<file path="src/rtl/spike_record_tx.sv">
// spike_record_tx
// Captures per-unit detector results, queues spike-flagged results as
// timestamped records and streams each record to the host as two bytes:
// a header {4'hA, unit, event} followed by the 8-bit row timestamp.

module spike_record_tx #(
    parameter int NUM_UNITS  = 2,
    parameter int FIFO_DEPTH = 4
) (
    input  logic       i_clk,
    input  logic       i_rst_n,
    input  logic       i_ena,
    input  logic       i_res_valid,
    input  logic [1:0] i_res_unit,
    input  logic       i_res_spike,
    input  logic [1:0] i_res_event,
    output logic [7:0] o_tx_byte,
    output logic       o_tx_valid,
    input  logic       i_tx_ready,
    output logic       o_overflow,
    input  logic       i_ovf_clear,
    output logic [4:0] o_fifo_level
);

    localparam int         AW      = (FIFO_DEPTH > 1) ? $clog2(FIFO_DEPTH) : 1;
    localparam logic [4:0] DEPTH_L = 5'(FIFO_DEPTH);
    localparam logic [2:0] NUM_L   = 3'(NUM_UNITS);
    localparam logic [2:0] LAST_L  = 3'(NUM_UNITS - 1);

    typedef enum logic [1:0] {
        ST_IDLE,
        ST_HDR,
        ST_TS
    } state_t;

    typedef struct packed {
        logic [1:0] unit;
        logic [1:0] evt;
        logic [7:0] ts;
    } record_t;

    // Registers
    state_t          r_state;
    record_t         r_hold;
    logic [7:0]      r_tx_byte;
    logic            r_tx_valid;
    logic            r_overflow;
    logic [4:0]      r_level;
    logic [7:0]      r_ts;
    logic [AW-1:0]   r_wr_ptr;
    logic [AW-1:0]   r_rd_ptr;
    record_t         r_mem [FIFO_DEPTH];

    // Combinational helpers
    logic            w_unit_ok;
    logic            w_accept;
    logic            w_row_end;
    logic            w_push_req;
    logic            w_empty;
    logic            w_full;
    logic            w_xfer;
    logic            w_pop;
    logic            w_do_push;
    logic            w_drop;
    state_t          w_next_state;
    record_t         w_head;
    record_t         w_next_hold;
    record_t         w_new_rec;

    // Result qualification: out-of-range unit ids are ignored entirely, and
    // the last unit of a row closes the row and advances the timestamp.
    assign w_unit_ok  = ({1'b0, i_res_unit} < NUM_L);
    assign w_accept   = i_ena & i_res_valid & w_unit_ok;
    assign w_row_end  = w_accept & ({1'b0, i_res_unit} == LAST_L);
    assign w_push_req = w_accept & i_res_spike;

    assign w_empty    = (r_level == 5'd0);
    assign w_full     = (r_level == DEPTH_L);
    assign w_xfer     = i_ena & r_tx_valid & i_tx_ready;

    assign w_head     = r_mem[r_rd_ptr];
    assign w_new_rec  = '{unit: i_res_unit, evt: i_res_event, ts: r_ts};

    // A push into a full FIFO is still accepted when a pop frees the head
    // slot at the same edge; otherwise the record is dropped.
    assign w_do_push  = w_push_req & (~w_full | w_pop);
    assign w_drop     = w_push_req & w_full & ~w_pop;

    assign w_next_hold = w_pop ? w_head : r_hold;

    // Next-state and pop decision; with ena low nothing moves.
    always_comb begin
        w_next_state = r_state;
        w_pop        = 1'b0;
        if (i_ena) begin
            case (r_state)
                ST_IDLE: begin
                    if (!w_empty) begin
                        w_pop        = 1'b1;
                        w_next_state = ST_HDR;
                    end
                end
                ST_HDR: begin
                    if (w_xfer) begin
                        w_next_state = ST_TS;
                    end
                end
                ST_TS: begin
                    if (w_xfer) begin
                        if (!w_empty) begin
                            w_pop        = 1'b1;
                            w_next_state = ST_HDR;
                        end else begin
                            w_next_state = ST_IDLE;
                        end
                    end
                end
                default: begin
                    w_next_state = ST_IDLE;
                end
            endcase
        end
    end

    // State, holding record and registered byte outputs; the byte is
    // precomputed from the next state so outputs never depend on inputs.
    always_ff @(posedge i_clk or negedge i_rst_n) begin
        if (!i_rst_n) begin
            r_state    <= ST_IDLE;
            r_hold     <= '0;
            r_tx_byte  <= 8'h00;
            r_tx_valid <= 1'b0;
        end else begin
            r_tx_valid <= i_ena && (w_next_state != ST_IDLE);
            if (i_ena) begin
                r_state <= w_next_state;
                r_hold  <= w_next_hold;
                case (w_next_state)
                    ST_HDR:  r_tx_byte <= {4'hA, w_next_hold.unit, w_next_hold.evt};
                    ST_TS:   r_tx_byte <= w_next_hold.ts;
                    default: r_tx_byte <= r_tx_byte;
                endcase
            end
        end
    end

    // Record storage; the head is read before a same-edge write lands.
    always_ff @(posedge i_clk) begin
        if (w_do_push) begin
            r_mem[r_wr_ptr] <= w_new_rec;
        end
    end

    // FIFO pointers and occupancy; the record in the holding register is
    // no longer counted.
    always_ff @(posedge i_clk or negedge i_rst_n) begin
        if (!i_rst_n) begin
            r_wr_ptr <= '0;
            r_rd_ptr <= '0;
            r_level  <= 5'd0;
        end else begin
            if (w_do_push) begin
                r_wr_ptr <= r_wr_ptr + AW'(1);
            end
            if (w_pop) begin
                r_rd_ptr <= r_rd_ptr + AW'(1);
            end
            case ({w_do_push, w_pop})
                2'b10:   r_level <= r_level + 5'd1;
                2'b01:   r_level <= r_level - 5'd1;
                default: r_level <= r_level;
            endcase
        end
    end

    // Row timestamp, advanced once per completed sample row, wraps at 255.
    always_ff @(posedge i_clk or negedge i_rst_n) begin
        if (!i_rst_n) begin
            r_ts <= 8'h00;
        end else if (w_row_end) begin
            r_ts <= r_ts + 8'd1;
        end
    end

    // Sticky overflow flag; a drop at the same edge as a clear wins.
    always_ff @(posedge i_clk or negedge i_rst_n) begin
        if (!i_rst_n) begin
            r_overflow <= 1'b0;
        end else if (w_drop) begin
            r_overflow <= 1'b1;
        end else if (i_ena && i_ovf_clear) begin
            r_overflow <= 1'b0;
        end
    end

    assign o_tx_byte    = r_tx_byte;
    assign o_tx_valid   = r_tx_valid;
    assign o_overflow   = r_overflow;
    assign o_fifo_level = r_level;

endmodule

</file>
<file path="config.mk">
export PLATFORM = sky130hd
export DESIGN_NAME = spike_record_tx
export DESIGN_NICKNAME = d
export VERILOG_FILES = /design/src/rtl/spike_record_tx.sv
export SDC_FILE = /design/constraint.sdc
export NUM_CORES = 1
export LEC_CHECK = 0
export ABC_CLOCK_PERIOD_IN_PS = 3500
export BUFFER_PORTS_ARGS = -buffer_cell sky130_fd_sc_hd__buf_2
export CORE_MARGIN = 2
export CORE_UTILIZATION = 59
export CTS_CLUSTER_DIAMETER = 200
export CTS_CLUSTER_SIZE = 24
export DETAILED_ROUTE_END_ITERATION = 16
export PLACE_DENSITY = 0.81
export SLEW_MARGIN = 15
export SYNTH_ARGS = -nofsm -noshare
export SYNTH_HDL_FRONTEND = slang
export SYNTH_SLANG_ARGS = --single-unit
</file>
<file path="constraint.sdc">
create_clock -name i_clk -period 3.5 [get_ports i_clk]
set_clock_uncertainty 0.1 [all_clocks]
set_input_delay 0.525 -clock i_clk [delete_from_list [all_inputs] [get_ports i_clk]]
set_output_delay 0.525 -clock i_clk [all_outputs]
set_load 0.02 [all_outputs]
</file>
==> metrics.csv <==
stage,metric,value,unit
grt,grt_pass1_vias,2013,
place,hpwl,4130,µm
finish,n_antenna_cell,0,
finish,fin_util,0.662,
synthesis,yosys.area_share.xor_xnor,0.0325,
route,via_count,2003,
synthesis,async_flop_share,0.461,
place,io_buffers,25,
synthesis,ys_seq_area_frac,0.654,
flow_run,timing.max_cap.violations,0,
cts,insertion_delay,0.34,ns
finish,multi_input_area,1230,µm²
synthesis,synth_simple_gate_area_frac,0.0747,
setup_path,path_class,flip-flop to flip-flop,
cts,clk_pin_slew,0.08,ns
timing,worst-slew-pin-transition,0.914,ns
synthesis,synth_top_area_frac,0.382,
timing,fin_crit,3.01,ns
run_status,status,"finished, final reports clean",
route,wl_per_cell,16.8,µm
power,power,3.03,mW
route,vias_per_cell,5.66,
finish,drive_gt1_frac,0.260,
cts,clockBufferDepth,2,
synthesis,synth.distinct_cells,44,
floorplanning,die_area,7050,µm²
setup_path,r2r_slack,0.49,ns
synthesis,yosys-top-cells-count,"edfxtp_1 (48), dfrtp_1 (41), nand2_1 (19)",
grt,antenna_found_initial,0,
cts,cts_tree,built,
synthesis,synth_flop_cell,edfxtp_1,
finish,final_cell_area,4150,µm²
timing,finalHoldViolCount,0,
place,dpl_worst_slack,0.464,ns
finish,num-fill-cells,429,
synthesis,synth_edf_count,48,
synthesis,synth_top_family_by_area,multiplexers,
grt,grt_overflow_total,0,
route,drt_wl_total,5960,µm
timing,fin_ws,0.491,ns
worst_hold_path,hold_class,input port to asynchronous set/reset pin,
place,globalplace.congestion,0.826,
synthesis,synthTopCellsByArea,"edfxtp_1 (38%), dfrtp_1 (27%), mux4_2 (7.2%)",
timing,maxSlewViolCount,0,
route,drtAntennaViolNets,0,
synthesis,ys_ff_latch,89,
synthesis,synth_compound_area_frac,0.0591,
route,drcViolationCount,0,
setup_path,crit_path_end_kind,flip-flop,
route,firstDrtPassIters,4,
finish,finalNetCount,292,
synthesis,synth.most_common_cell,edfxtp_1,
power,p_leak,1.63,nW
timing,fmax,332,MHz
power,peakVddDrop,0.442,mV
cts,cts_resized,0,
route,wl_met2,2770,µm
finish,area.sequential,2470,µm²
timing,fin_tns_setup,0,ns
setup_path,critPathLaunchType,flip-flop,
grt,grt_max_degree,42,
timing,period_share,0.860,
setup_path,timing.rr.end,o_fifo_level[4],
cts,htree_levels,3,
grt,track_usage,0.186,
route,wl_met3,189,µm
timing,finalSetupViolCount,0,
power,power_density,730,nW/µm²
setup_path,worstSetupStartpoint,o_fifo_level[1],
setup_path,crit_fanout,10,
synthesis,synth_nets,263,
setup_path,r2r-start,o_fifo_level[1],
synthesis,muxShareOfSynthArea,0.130,
floorplanning,die_h,83.9,µm
finish,area_growth,10.2,%
cts,clockRootBuffer,clkbuf_8,
setup_path,cp.arrival,3.14,ns
synthesis,postSynthCellCount,243,
synthesis,yosys_warnings,0,
route,drtIter0Drc,104,
synthesis,synthesis.area,3770,µm²
cts,cts_setup_buffers,0,
cts,hold_buffers,0,
timing,worst_slew_margin_rel,0.391,
route,routedLengthMet1,2940,µm
synthesis,synth-adder-area-share,0.0299,
synthesis,synth_area_leader_cell,edfxtp_1,
floorplanning,fp.coreArea,6280,µm²
floorplanning,num_rows,29,
floorplanning,pin_count,26,
place,dpl_cell_area,3960,µm²
grt,grt_first_pass_wirelength,10000,µm
cts,numCtsBuffers,9,
floorplanning,die_w,83.9,µm
cts,cts_sinks,89,
timing,rsz0062_at_grt,no,
route,dr.max_layer_used,met4,
floorplanning,initial_core_util,0.601,
setup_path,required,3.63,ns
setup_path,ff2ff_path_depth,9,
synthesis,avgSynthCellArea,15.5,µm²
-- worst max path at each step --
stage	endpoint	slack (ns)	cells past startpoint
5_1_grt	o_fifo_level[4]	0.33	9
3_5_place_dp	r_mem[0][9]	0.46	5
4_1_cts	o_fifo_level[4]	0.54	9
6_report	o_fifo_level[4]	0.49	9
2_1_floorplan	o_fifo_level[4]	0.86	10
3_3_place_gp	r_mem[1][9]	0.56	5
-- per-layer routing --
layer / vias to the layer above / GRT usage
met5: - / 0
met4: 0 / 0.0792
met3: 4 / 0.0356
met2: 41 / 0.276
met1: 990 / 0.274
li1: 968 / -
-- cell type report --
class                      count  area share
clock buffer                  11      0.0316
clock inverter                 5      0.0154
inverter                       7     0.00633
multi-input combinational    138       0.296
sequential                    89       0.594
tap                           77      0.0232
timing repair buffer          27      0.0337
-- metrics by stage --
stage | hold slack (ns) | cells
after floorplan | 0.129 | 243
after global placement | 0.356 | 338
after detailed placement | 0.358 | 338
after CTS | 0.230 | 354
after global routing | 0.290 | 354
final | 0.210 | 354
-- critical path: stages (launching register included) --
cell	delay (ns)
dfrtp_1	0.49
nor4_4	0.57
a2111o_1	0.49
nor2_1	0.13
ha_1	0.37
nand2_1	0.11
nor3b_1	0.19
mux2_2	0.18
o221ai_1	0.12
xnor2_1	0.15
-- flip-flops by register name, summed over array words and instances, names as in the netlist, 2 cells and up --
signal and count:
r_ts 8, o_tx_byte 8, r_mem 48, r_rd_ptr 2, r_state 2, o_fifo_level 5
r_wr_ptr 2, r_hold 12
-- kinds of logic after synthesis --
kind of cell               Yosys count
DFF                                 89
AOI/OAI and AO/OA                   32
adders and majority gates            9
buffers and inverters               16
and+or+nand+nor                     53
muxes                               30
xor gates and xnor gates            14
-- cell usage in the layout (no fill, tap or decap), types with 3 or more instances in the layout --
cell / synthesis / final
a21oi_1: 5 / 5
and2_1: 4 / 4
and4b_1: 3 / 3
buf_2: 1 / 25
clkbuf_8: 0 / 9
dfrtp_1: 41 / 41
edfxtp_1: 48 / 48
ha_1: 9 / 9
inv_1: 7 / 7
mux2_2: 13 / 13
mux4_2: 12 / 12
nand2_1: 19 / 19
nand3_1: 5 / 5
nand4_1: 3 / 3
nor2_1: 11 / 11
o21ai_0: 12 / 12
xnor2_1: 11 / 11
xor2_1: 3 / 3
-- report_power, final --
| group | leakage (nW) | internal (mW) | total, mW | switching [mW] |
|---|---|---|---|---|
| registers | 0.946 | 1.32 | 1.55 | 0.231 |
| clock network | 0.0945 | 0.337 | 0.686 | 0.348 |
| logic | 0.592 | 0.411 | 0.795 | 0.384 |
| total | 1.63 | 2.07 | 3.03 | 0.964 |
(Power assumes the default switching activity.)
